<file path="config.mk">
export PLATFORM = sky130hd
export DESIGN_NAME = fp_accumulator
export DESIGN_NICKNAME = d
export VERILOG_FILES = /design/src/rtl/fp_accumulator.sv
export SDC_FILE = /design/constraint.sdc
export NUM_CORES = 1
export LEC_CHECK = 0
export ABC_AREA = 1
export CORE_MARGIN = 3
export CORE_UTILIZATION = 54
export DETAILED_ROUTE_END_ITERATION = 6
export PLACE_DENSITY = 0.78
export SETUP_SLACK_MARGIN = 0.15
export SLEW_MARGIN = 10
export SYNTH_ARGS = -nofsm -noshare
export SYNTH_HDL_FRONTEND = slang
export SYNTH_SLANG_ARGS = --single-unit
</file>
<file path="constraint.sdc">
create_clock -name clk -period 35.1 [get_ports clk]
set_input_delay 5.265 -clock clk [delete_from_list [all_inputs] [get_ports clk]]
set_output_delay 5.265 -clock clk [all_outputs]
set_load 0.03 [all_outputs]
</file>
<file path="src/rtl/fp_accumulator.sv">
// -----------------------------------------------------------------------------
// fp_accumulator
//   Streaming front-end for a combinational single-precision adder. It takes a
//   valid/ready stream of IEEE-754 single operands and keeps a running sum. The
//   accumulator register drives adder input a, and the incoming beat drives
//   adder input b. It emits one sum per packet, and in_last marks the end of a
//   packet.
//
// Ports
//   clk        in   1      clock, all state updates on posedge
//   rst        in   1      synchronous active-high reset (beats clear)
//   clear      in   1      synchronous abort of the current packet
//   in_valid   in   1      input beat valid
//   in_ready   out  1      block can accept a beat (low only while a sum waits)
//   in_data    in   XLEN   operand, IEEE-754 single
//   in_last    in   1      beat is the final element of its packet
//   out_valid  out  1      packet sum valid
//   out_ready  in   1      downstream accepts the sum
//   out_data   out  XLEN   packet sum, IEEE-754 single
//   out_count  out  CNT_W  elements summed in the packet (saturating)
//   out_exc    out  1      sticky Inf/NaN/overflow flag for the packet
//
// Configuration
//   FP_ACC_EXC_FLAG_EN : when defined, out_exc tracks exponent-field 8'hFF on
//   any loaded or summed value. When undefined, out_exc is tied low and no
//   exponent-check logic is built.
//
// Also contains fp_adder: a combinational single-precision adder with
// round-to-nearest-even. It supports subnormals and produces a quiet NaN for
// NaN inputs or for Inf-Inf.
// -----------------------------------------------------------------------------

module fp_adder (
  input  logic [31:0] a,
  input  logic [31:0] b,
  output logic [31:0] result
);

  logic        swap, found, roundUp;
  logic        aNan, bNan, aInf, bInf;
  logic [31:0] bigOp, smallOp;
  logic [7:0]  expBig, expSmall, shiftAmt;
  logic [26:0] mantBig, mantSmall, aligned, norm;
  logic [27:0] sum;
  logic [9:0]  expWork, expFinal;
  logic [4:0]  lzCnt;
  logic [24:0] rounded;
  logic [22:0] fracOut;

  always_comb begin
    aNan = (a[30:23] == 8'hFF) && (a[22:0] != 23'd0);
    bNan = (b[30:23] == 8'hFF) && (b[22:0] != 23'd0);
    aInf = (a[30:23] == 8'hFF) && (a[22:0] == 23'd0);
    bInf = (b[30:23] == 8'hFF) && (b[22:0] == 23'd0);

    // Order operands by magnitude so that the subtraction below never goes
    // negative. The result sign is then always the sign of the larger operand.
    swap    = b[30:0] > a[30:0];
    bigOp   = swap ? b : a;
    smallOp = swap ? a : b;

    // Subnormals use an effective exponent of 1 and have no hidden bit.
    // Three extra low bits hold guard/round/sticky.
    expBig    = (bigOp[30:23] == 8'd0) ? 8'd1 : bigOp[30:23];
    expSmall  = (smallOp[30:23] == 8'd0) ? 8'd1 : smallOp[30:23];
    mantBig   = {(bigOp[30:23] != 8'd0), bigOp[22:0], 3'b000};
    mantSmall = {(smallOp[30:23] != 8'd0), smallOp[22:0], 3'b000};
    shiftAmt  = expBig - expSmall;

    // Align the smaller operand. Bits shifted out fold into the sticky LSB.
    if (shiftAmt >= 8'd27) begin
      aligned = {26'd0, |mantSmall};
    end else begin
      aligned    = mantSmall >> shiftAmt;
      aligned[0] = aligned[0] | (|(mantSmall & ((27'd1 << shiftAmt) - 27'd1)));
    end

    if (bigOp[31] == smallOp[31]) sum = {1'b0, mantBig} + {1'b0, aligned};
    else                          sum = {1'b0, mantBig} - {1'b0, aligned};

    // Normalise. A carry shifts right by one. Otherwise, shift left to bring
    // the leading one to bit 26, but never let the exponent drop below 1.
    // Results that still lack a leading one become subnormals.
    expWork = {2'b00, expBig};
    norm    = sum[26:0];
    lzCnt   = 5'd0;
    found   = 1'b0;
    if (sum[27]) begin
      norm    = {sum[27:2], sum[1] | sum[0]};
      expWork = expWork + 10'd1;
    end else begin
      lzCnt = 5'd27;
      for (int i = 26; i >= 0; i--) begin
        if (!found && norm[i]) begin
          lzCnt = 5'(26 - i);
          found = 1'b1;
        end
      end
      if ({5'd0, lzCnt} > (expWork - 10'd1)) lzCnt = 5'(expWork - 10'd1);
      norm    = norm << lzCnt;
      expWork = expWork - {5'd0, lzCnt};
    end

    // Round to nearest, ties to even. A carry out of the mantissa bumps the
    // exponent, and a subnormal that rounds up to bit 23 becomes normal.
    roundUp = norm[2] & (norm[1] | norm[0] | norm[3]);
    rounded = {1'b0, norm[26:3]} + {24'd0, roundUp};
    if (rounded[24])      expFinal = expWork + 10'd1;
    else if (rounded[23]) expFinal = expWork;
    else                  expFinal = 10'd0;
    fracOut = rounded[24] ? rounded[23:1] : rounded[22:0];

    if (aNan || bNan || (aInf && bInf && (a[31] != b[31]))) begin
      result = 32'h7FC0_0000;
    end else if (aInf || bInf) begin
      result = {bigOp[31], 8'hFF, 23'd0};
    end else if (sum == 28'd0) begin
      result = {bigOp[31] & smallOp[31], 31'd0};
    end else if (expFinal >= 10'd255) begin
      result = {bigOp[31], 8'hFF, 23'd0};
    end else begin
      result = {bigOp[31], expFinal[7:0], fracOut};
    end
  end

endmodule

module fp_accumulator #(
  parameter int XLEN  = 32,
  parameter int CNT_W = 16
) (
  input  logic             clk,
  input  logic             rst,
  input  logic             clear,
  input  logic             in_valid,
  output logic             in_ready,
  input  logic [XLEN-1:0]  in_data,
  input  logic             in_last,
  output logic             out_valid,
  input  logic             out_ready,
  output logic [XLEN-1:0]  out_data,
  output logic [CNT_W-1:0] out_count,
  output logic             out_exc
);

  typedef enum logic [1:0] {
    IDLE  = 2'd0,
    ACCUM = 2'd1,
    DONE  = 2'd2
  } state_e;

  state_e           stateQ, stateD;
  logic [XLEN-1:0]  accQ, accD;
  logic [CNT_W-1:0] countQ, countD;
  logic [XLEN-1:0]  sumResult;
  logic             beat;

  fp_adder uAdder (
    .a      (accQ),
    .b      (in_data),
    .result (sumResult)
  );

  always_ff @(posedge clk) begin
    if (rst) begin
      stateQ <= IDLE;
      accQ   <= '0;
      countQ <= '0;
    end else begin
      stateQ <= stateD;
      accQ   <= accD;
      countQ <= countD;
    end
  end

  // The first element of a packet is loaded directly rather than added to
  // zero, so a lone -0.0 or a NaN payload passes through unchanged.
  always_comb begin
    stateD    = stateQ;
    accD      = accQ;
    countD    = countQ;
    in_ready  = (stateQ != DONE);
    out_valid = (stateQ == DONE);
    beat      = in_valid && in_ready;

    if (clear) begin
      stateD = IDLE;
      accD   = '0;
      countD = '0;
    end else begin
      case (stateQ)
        IDLE: begin
          if (beat) begin
            accD   = in_data;
            countD = CNT_W'(1);
            stateD = in_last ? DONE : ACCUM;
          end
        end
        ACCUM: begin
          if (beat) begin
            accD   = sumResult;
            countD = (&countQ) ? countQ : countQ + CNT_W'(1);
            stateD = in_last ? DONE : ACCUM;
          end
        end
        DONE: begin
          if (out_ready) stateD = IDLE;
        end
        default: stateD = IDLE;
      endcase
    end
  end

  assign out_data  = accQ;
  assign out_count = countQ;

`ifdef FP_ACC_EXC_FLAG_EN
  logic excQ, excD;

  always_ff @(posedge clk) begin
    if (rst) excQ <= 1'b0;
    else     excQ <= excD;
  end

  // The flag is sticky for the packet. It is cleared on the way back to IDLE.
  always_comb begin
    excD = excQ;
    if (clear) begin
      excD = 1'b0;
    end else begin
      case (stateQ)
        IDLE:    if (beat) excD = (in_data[30:23] == 8'hFF);
        ACCUM:   if (beat) excD = excQ | (in_data[30:23] == 8'hFF) |
                                  (sumResult[30:23] == 8'hFF);
        DONE:    if (out_ready) excD = 1'b0;
        default: excD = 1'b0;
      endcase
    end
  end

  assign out_exc = excQ;
`else
  assign out_exc = 1'b0;
`endif

endmodule

</file>
# Yosys cells after proc, flatten, opt, wreduce, memory -nomap -nowiden
# Cells that the tools add are included.
# word_totals
regBits	50
latchBits	0
ramBits	0
rom_bits	0
inputBits	38
out_inout_bits	51
word_cells	228
mem_count	0
# op_classes
addsub	10
mul	0
div_mod_pow	0
magnitude_cmp	4
eq_ne	12
shift	3
muxes	108
bitwise_logic	7
reduce_logical	81
# op_table
operator	n
two-way mux 32 bit	7
two-way mux 5 bit	30
one-hot mux 32 bit (2 select lines)	1
two-way mux 27 bit	2
two-way mux 1 bit	52
two-way mux 16 bit	3
zero test 23 bit	2
nonzero test 23 bit	2
logical AND 1 bit	33
one-hot mux 16 bit (2 select lines)	1
> comparator 31 bit	1
two-way mux 31 bit	1
two-way mux 10 bit	3
adder 27 x 27 -> 28 bit	1
zero test 28 bit	1
two-way mux 28 bit	1
subtractor 27 x 27 -> 28 bit	1
AND 27 bit	1
OR reduction 27 bit	1
<< shifter 1 x 8 -> 27 bit (first input constant)	1
<< shifter 27 x 5 -> 27 bit	1
right shift 27 x 8 -> 27 bit	1
subtractor 27 x 1 -> 27 bit (second input constant)	1
zero test 1 bit	26
34 further kinds	51

# Depth between registers and ports, before layout
# Gate-level depths: netlist of the first run.
# depth
word_depth	137
mapped_depth	120

# By module
# A second synthesis of the first run with hierarchy kept.
# hier_totals
cells_unflattened	2622
area_unflattened_um2	14337.5
# modules_own_cells
mod	n_inst	cells_each	area_each_um2
fp_adder	1	2251	11843.9
fp_accumulator	1	371	2493.6

# Worst setup path before layout of the first run
# Ideal clock, no wire load.
# synth_path
kind	input-to-reg
startpoint	in in_data[14]
endpoint	reg accQ[18] (netlist: out_data[18])
setup_ns	0.070
t_arrival_ns	17.103
t_required_ns	35.030
slack_ns	17.927
path_stages	99
path_cell_list	ha_1 > nand2_1 > nor2_4 > nand2_1 > nor2_1 > nand2_1 > nand2_1 > nand2_1 > nand2_4 > nand2_4 > buf_8 > nand2_2 > nand2_2 > nand2_4 > nor2_4 > a21oi_4 > ha_1 > inv_1 > [63 not listed] > a21oi_1 > nand2_1 > nand3_1 > nand2_1 > a21oi_1 > xor2_1 > inv_1 > nand3_1 > nor2_1 > xor2_1 > nand2_1 > o21ai_2 > nor2_4 > nand2_4 > nor2_4 > buf_6 > nand2_1 > a21oi_1
# synth_via
elab_chain_cells	137
word_cells_on_any_way	190
# synth_lines
element	line	rtl
from (decl)	137	input logic [XLEN-1:0] in_data,
> comparator 31 bit	58	swap = b[30:0] > a[30:0];
two-way mux 32 bit (on tied branches)	59, 60	
zero test 8 bit (on tied branches)	64, 65	
two-way mux 8 bit (on tied branches)	64, 65	
subtractor 8 bit	68	shiftAmt = expBig - expSmall;
<< shifter 1 x 8 -> 27 bit	75	aligned[0] = aligned[0] | (|(mantSmall & ((27'd1 << shiftAmt) - 27'd1)));
subtractor 27 x 1 -> 27 bit	75	
AND 27 bit	75	
[121 not listed]	-	
two-way mux 10 bit	108	if (rounded[24]) expFinal = expWork + 10'd1;
greater-or-equal comparator 10 x 8 -> 1 bit	119	end else if (expFinal >= 10'd255) begin
two-way mux 31 bit	119	
two-way mux 32 bit	117	end else if (sum == 28'd0) begin
two-way mux 32 bit	115	end else if (aInf || bInf) begin
two-way mux 32 bit *	113	if (aNan || bNan || (aInf && bInf && (a[31] != b[31]))) begin
two-way mux 32 bit *	200	if (beat) begin
one-hot mux 32 bit (2 select lines) *	191	case (stateQ)
to (signal assigned)	167	accQ <= '0;
to (signal assigned)	171	accQ <= accD;
to (decl)	153	logic [XLEN-1:0] accQ, accD;
# Mark *: on every way between the ends. The rest lies on a longest branch, timed or not. The select of a mux whose other input is x is not followed.
# A chain may end at the register's enable or synchronous reset.

# Worst setup path after layout of the first run
# layout_path
startpoint	in in_data[30]
endpoint	reg accQ[18] (netlist: out_data[18])
# Same word-level chain as after synthesis.

==> results of run 1 <==
-- routing by layer --
metal	vias to the layer above	share of wire [%]	track usage, %
met5	-	0.012	0
met4	2	3.8	11.59
met3	184	14	9.708
met2	1211	42	57.74
met1	8058	40	52.18
li1	8337	-	-
-- cell usage after synthesis (14+ instances only) --
cell,number,area share (%)
nand2_1,642,17
nand3_1,326,12
inv_1,302,8.1
nor2_1,217,5.8
a21oi_1,172,6.2
o21ai_0,143,5.1
ha_1,100,9.0
nand4_1,74,3.3
dfxtp_1,50,7.2
nand2_2,50,2.2
xor2_1,40,2.5
nor3_1,30,1.1
buf_4,26,1.4
inv_2,24,0.64
buf_6,22,1.8
clkbuf_1,22,0.59
a31oi_1,21,0.94
nor2_2,21,0.94
nand2_4,18,1.5
buf_2,15,0.54
nor2_4,14,1.1
o211ai_1,14,0.75
-- placed cells by master (no fill, tap or decap), drive strengths merged, types with 13 or more instances in the layout --
master         instances
nand3                338
nand2                710
nor3                  32
o21ai                166
buf                   16
clkdlybuf4s50         87
a21oi                175
inv                  326
o211ai                14
ha                   100
dfxtp                 50
nor4                  13
nor2                 252
a31oi                 21
xor2                  42
nand4                 81
-- cell families after synthesis --
| group | synth area share (%) |
|---|---|
| AOI/OAI and AO/OA | 17.70 |
| xor gates and xnor gates | 3.357 |
| adders and majority gates | 9.381 |
| buffers and inverters | 14.21 |
| DFF | 7.161 |
| other | 0.02683 |
| and+or+nand+nor | 48.17 |
-- layout make-up --
type | instances | share of cell area (%)
Timing Repair Buffer | 103 | 6.690
Clock inverter | 1 | 0.2027
Tap cell | 330 | 2.787
Inverter | 331 | 8.387
Sequential cell | 50 | 6.757
Multi-Input combinational cell | 2028 | 74.24
Clock buffer | 6 | 0.9376
-- registers in the layout, indices dropped and copies added (netlist names) --
name and flops:
stateQ 2, out_count 16, out_data 32
-- power breakdown --
group / leakage, uW / switching, uW / internal, uW / total [uW]
Sequential: 0.000407 / 3.59 / 58.5 / 62.1
Combinational: 0.00665 / 524 / 200 / 724
Clock: 0.0000829 / 23.9 / 35.3 / 59.2
Total: 0.00714 / 551 / 294 / 845
-- how the worst min path moves through the flow --
stage                     slack [ns]  cells after the start                        end
after floorplan                 0.53                      2  out_count[0]$_SDFFE_PP0P_
after global placement          0.47                      1  out_count[8]$_SDFFE_PP0P_
after detailed placement        0.48                      1  out_count[3]$_SDFFE_PP0P_
after CTS                       0.50                      1  out_count[8]$_SDFFE_PP0P_
after global routing            0.52                      2  out_data[25]$_SDFFE_PP0P_
final                           0.50                      1  out_count[3]$_SDFFE_PP0P_
-- stage by stage --
stage,total power [uW],instances,hold slack (ns)
floorplan,585.3,2509,0.5347
global placement,749.5,2842,0.4705
detailed placement,752.9,2842,0.4849
CTS,814.0,2849,0.5019
global route,907.0,2849,0.5239
finish,845.3,2849,0.5005
-- worst max-delay path, delay by kind of cell --
family	cells	cell delay, ns
AOI/OAI and AO/OA	19	2.72
xor gates and xnor gates	1	0.29
adders and majority gates	6	1.89
buffers and inverters	12	1.55
and+or+nand+nor	63	10.27
==> impl_metrics.json, run 1 <==
{
  "hp-start": "out_count[3]$_SDFFE_PP0P_",
  "hold_buffers": 0,
  "clock_sinks": 50,
  "syn_nets": 2650,
  "vdd_drop_max_v": 0.00003615,
  "postCtsSetupRepairBufs": 0,
  "finalCriticalPeriod_ns": 21.87,
  "post_cts_resized": 0,
  "hold_viol_final": 0,
  "rrSetupSlack_ns": 18.15,
  "leakage_uw": 0.007144,
  "syn2layout_area_growth_pct": 5.980,
  "globalplace.congestion": 1.104,
  "min_period_over_period_pct": 62.30,
  "hp-class": "reg -> reg",
  "synth_area_um2": 13980,
  "clockBufferDepth": 2,
  "slew_violations": 0,
  "setup_viol_count_final": 0,
  "drc": 3,
  "reg2regPathDepth": 101,
  "yosysWarnings": 0,
  "final-seq-area_um2": 1001,
  "drt-initial-drc-count": 2560,
  "maxCapViolCount": 0,
  "ys_seq_area_share_pct": 7.161,
  "fill_cells": 2661,
  "cp_common_cell": "nand2_1",
  "reg2reg_from": "out_data[30]$_SDFFE_PP0P_",
  "ys_types": 72,
  "dpl-instance-area_um2": 14640,
  "grt_use_total_pct": 37.76,
  "crit_end": "out_data[18]$_SDFFE_PP0P_",
  "io_pins": 89,
  "post-dp-hpwl_um": 45140,
  "drive_gt1_share_pct": 7.979,
  "viasPerCell": 6.245,
  "dieHeight_um": 166.9,
  "vias": 17792,
  "ant_nets": 0,
  "cp.required_ns": 35.33,
  "final_core_util_pct": 58.49,
  "setup_slack_ns": 13.23,
  "status": "finished with violations",
  "fmax_ghz": 0.04573,
  "antenna_cells": 0,
  "synth_edf_count": 0,
  "slowest_stage": "nand2_4",
  "antenna_found_initial": 1,
  "synthCells": 2509,
  "slew_headroom_pct": 29.08,
  "async_flop_share_pct": 0,
  "fp.coreArea_um2": 25330,
  "cp_max_fo": 112,
  "start_util_pct": 55.19,
  "finalSetupTns_ns": 0,
  "ys.flop_type": "dfxtp_1",
  "pre_cts_slack_ns": 13.62,
  "cp-start-kind": "input port",
  "die_area_um2": 27850,
  "rows": 58,
  "power.density_nw_per_um2": 57.06,
  "root_buffer": "clkbuf_16",
  "cts_made_buffers": 5,
  "tritoncts": "yes",
  "clk_latency_ns": 0.30,
  "startpoint": "in_data[30]",
  "htree_levels": 2,
  "failed_checks": "design-rule violations",
  "worst_pin_slew_ns": 1.053,
  "worst_path_largest_cell_delay_ns": 0.80,
  "grt_pass1_wl_um": 86410,
  "crit_arrival_ns": 22.10,
  "die_w_um": 166.9,
  "crit_path_end_kind": "register",
  "gr-total-overflow": 0,
  "finalInstanceArea_um2": 14810,
  "crit_type": "in -> reg",
  "wl_per_cell_um": 19.71,
  "postSynthAreaPerCell_um2": 5.571,
  "multi_input_area_um2": 11000,
  "port_buffers": 87,
  "finalWirelength_um": 56160,
  "fin_nets": 2660,
  "fin_skew_ns": 0.01130,
  "dr.pass1.iters": 7,
  "r2r_end": "out_data[18]$_SDFFE_PP0P_",
  "synth-seq-cells": 50,
  "grt_start_max_net_pins": 113,
  "rsz0062_at_grt": "no",
  "grt_pass1_vias": 15954,
  "path_clk_slew_ns": 0.07
}
Note: power is estimated with default switching activity, not from simulation.
==> run 2, diff against run 1 <==
--- a/config.mk
+++ b/config.mk
@@ -9,7 +9,7 @@
 export CORE_MARGIN = 3
 export CORE_UTILIZATION = 54
 export DETAILED_ROUTE_END_ITERATION = 6
-export PLACE_DENSITY = 0.78
+export PLACE_DENSITY = 0.81
 export SETUP_SLACK_MARGIN = 0.15
 export SLEW_MARGIN = 10
 export SYNTH_ARGS = -nofsm -noshare
==> constraint.sdc (replaced) <==
create_clock -name clk -period 19.6 [get_ports clk]
set_input_delay 2.94 -clock clk [delete_from_list [all_inputs] [get_ports clk]]
set_output_delay 2.94 -clock clk [all_outputs]
set_load 0.03 [all_outputs]
==> impl_metrics.json, run 2 (synthesis results as in run 1) <==
{
  "whs_path_depth": 2,
  "setup_slack_ns": 1.581,
  "path_clk_slew_ns": 0.09,
  "r2r_end": "out_data[7]$_SDFFE_PP0P_",
  "drc": 0,
  "cp_max_fo": 28,
  "globalplace.congestion": 1.062,
  "io_pins": 89,
  "setup_viol_count_final": 0,
  "final-seq-area_um2": 1001,
  "dieHeight_um": 166.9,
  "finalSetupTns_ns": 0,
  "viasPerCell": 6.213,
  "largest_reg_flops": 32,
  "hold_viol_final": 0,
  "slew_headroom_pct": 29.23,
  "maxCapViolCount": 0,
  "die_area_um2": 27850,
  "ant_nets": 0,
  "clock_sinks": 50,
  "clk_latency_ns": 0.31,
  "die_w_um": 166.9,
  "slew_violations": 0,
  "hp-start": "out_data[25]$_SDFFE_PP0P_",
  "start_util_pct": 55.19,
  "power.density_nw_per_um2": 103.0,
  "root_buffer": "clkbuf_16",
  "layout_common_cells": "641 x nand2_1, 326 x nand3_1, 302 x inv_1, 216 x nor2_1, 172 x a21oi_1",
  "grt_pass1_wl_um": 89040,
  "multi_input_area_um2": 11050,
  "rows": 58,
  "syn2layout_area_growth_pct": 7.797,
  "crit_path_end_kind": "register",
  "rrSetupSlack_ns": 4.22,
  "grt_pass1_vias": 16028,
  "dr.pass1.iters": 6,
  "post-dp-hpwl_um": 47060,
  "cts_made_buffers": 5,
  "reg2reg_from": "out_data[22]$_SDFFE_PP0P_",
  "pre_cts_slack_ns": 1.333,
  "finalPower_uw": 1552,
  "crit_arrival_ns": 18.20,
  "fin_skew_ns": 0.008785,
  "final_common_cell": "nand2_1",
  "clockBufferDepth": 2,
  "fp.coreArea_um2": 25330,
  "cp_common_cell": "nand2_1",
  "hp-class": "reg -> reg",
  "cp.required_ns": 19.78,
  "reg2regPathDepth": 91,
  "crit_type": "in -> reg",
  "dpl-instance-area_um2": 14800,
  "fill_cells": 2658,
  "worst_path_largest_cell_delay_ns": 0.57,
  "antenna_cells": 0,
  "rsz0062_at_grt": "no",
  "drt-initial-drc-count": 2356,
  "grt_use_total_pct": 39.36,
  "hold_end": "out_data[25]$_SDFFE_PP0P_",
  "fmax_ghz": 0.05550,
  "finalWirelength_um": 58300,
  "fin_nets": 2687,
  "vias": 17874,
  "port_buffers": 87,
  "min_period_over_period_pct": 91.93,
  "status": "completed",
  "antenna_found_initial": 0,
  "vdd_drop_max_v": 0.00005771,
  "grt_start_max_net_pins": 79,
  "drive_gt1_share_pct": 9.069,
  "cp-start-kind": "input port",
  "htree_levels": 2,
  "worst_pin_slew_ns": 1.050,
  "leakage_uw": 0.007282,
  "gr-total-overflow": 0,
  "slowest_stage": "clkdlybuf4s50_1",
  "wl_per_cell_um": 20.26,
  "finalInstanceArea_um2": 15070,
  "tritoncts": "yes",
  "finalCriticalPeriod_ns": 18.02
}
==> run 2: changes by cell type in the layout (fill, tap and decap cells not counted), sizes merged <==
cell | previous run | this run
buf | 16 | 42
inv | 326 | 328
bufinv | 1 | 0
clkbuf | 6 | 5
clkinv | 5 | 6
nand2 | 710 | 711
==> run 2: worst max path at each step <==
stage	startpoint	to	slack, ns	depth (start not counted)
3_3_place_gp	in_data[22]	out_data[19]$_SDFFE_PP0P_	1.70	101
5_1_grt	in_data[21]	out_data[3]$_SDFFE_PP0P_	0.17	104
4_1_cts	in_data[22]	out_data[16]$_SDFFE_PP0P_	1.58	96
6_report	in_data[21]	out_data[7]$_SDFFE_PP0P_	1.58	91
3_5_place_dp	in_data[22]	out_data[16]$_SDFFE_PP0P_	1.33	96
2_1_floorplan	in_data[14]	out_data[18]$_SDFFE_PP0P_	4.75	99
==> run 2: timing repair <==
item | CTS | global route
hold buffers | 0 | 0
resized for setup | 0 | 10
endpoints found under the setup margin | 0 | 31
buffers inserted | 0 | 5
==> run 2: through the flow <==
step	cells	util, %	hold WS [ns]
after global routing	2877	59.49	0.5342
after detailed placement	2863	58.44	0.4813
after global placement	2863	58.44	0.4766
after floorplan	2509	-	0.5347
after CTS	2871	59.05	0.5022
final	2877	59.49	0.5044
==> run 2: worst max-delay path, delay by kind of cell <==
kind                     cells  cell delay [ns]
XOR/XNOR                     1             0.30
AND/OR/NAND/NOR             56             8.25
buffers and inverters        9             1.45
adder cells (fa/ha/maj)      6             1.85
AO/OA/AOI/OAI               19             3.37
==> run 2: area by class of cell <==
| type | instances | area share, % |
|---|---|---|
| Clock buffer | 5 | 0.8304 |
| Inverter | 331 | 8.263 |
| Multi-Input combinational cell | 2029 | 73.35 |
| Timing Repair Buffer | 129 | 7.980 |
| Tap cell | 330 | 2.740 |
| Sequential cell | 50 | 6.643 |
| Clock inverter | 3 | 0.1910 |
==> run 2: metal layers <==
layer	vias up	track usage (%)	share of wire [%]
met5	-	0	0
met4	0	14.06	4.2
met2	1182	59.52	42
li1	8400	-	-
met3	181	8.972	12
met1	8111	54.83	41
==> run 2: report_power, final <==
| group | switching, uW | total [uW] | internal (uW) | leakage, uW |
|---|---|---|---|---|
| sequential | 6.20 | 111 | 105 | 0.000407 |
| clock | 50.4 | 99.7 | 49.3 | 0.0000763 |
| combinational | 966 | 1340 | 375 | 0.00680 |
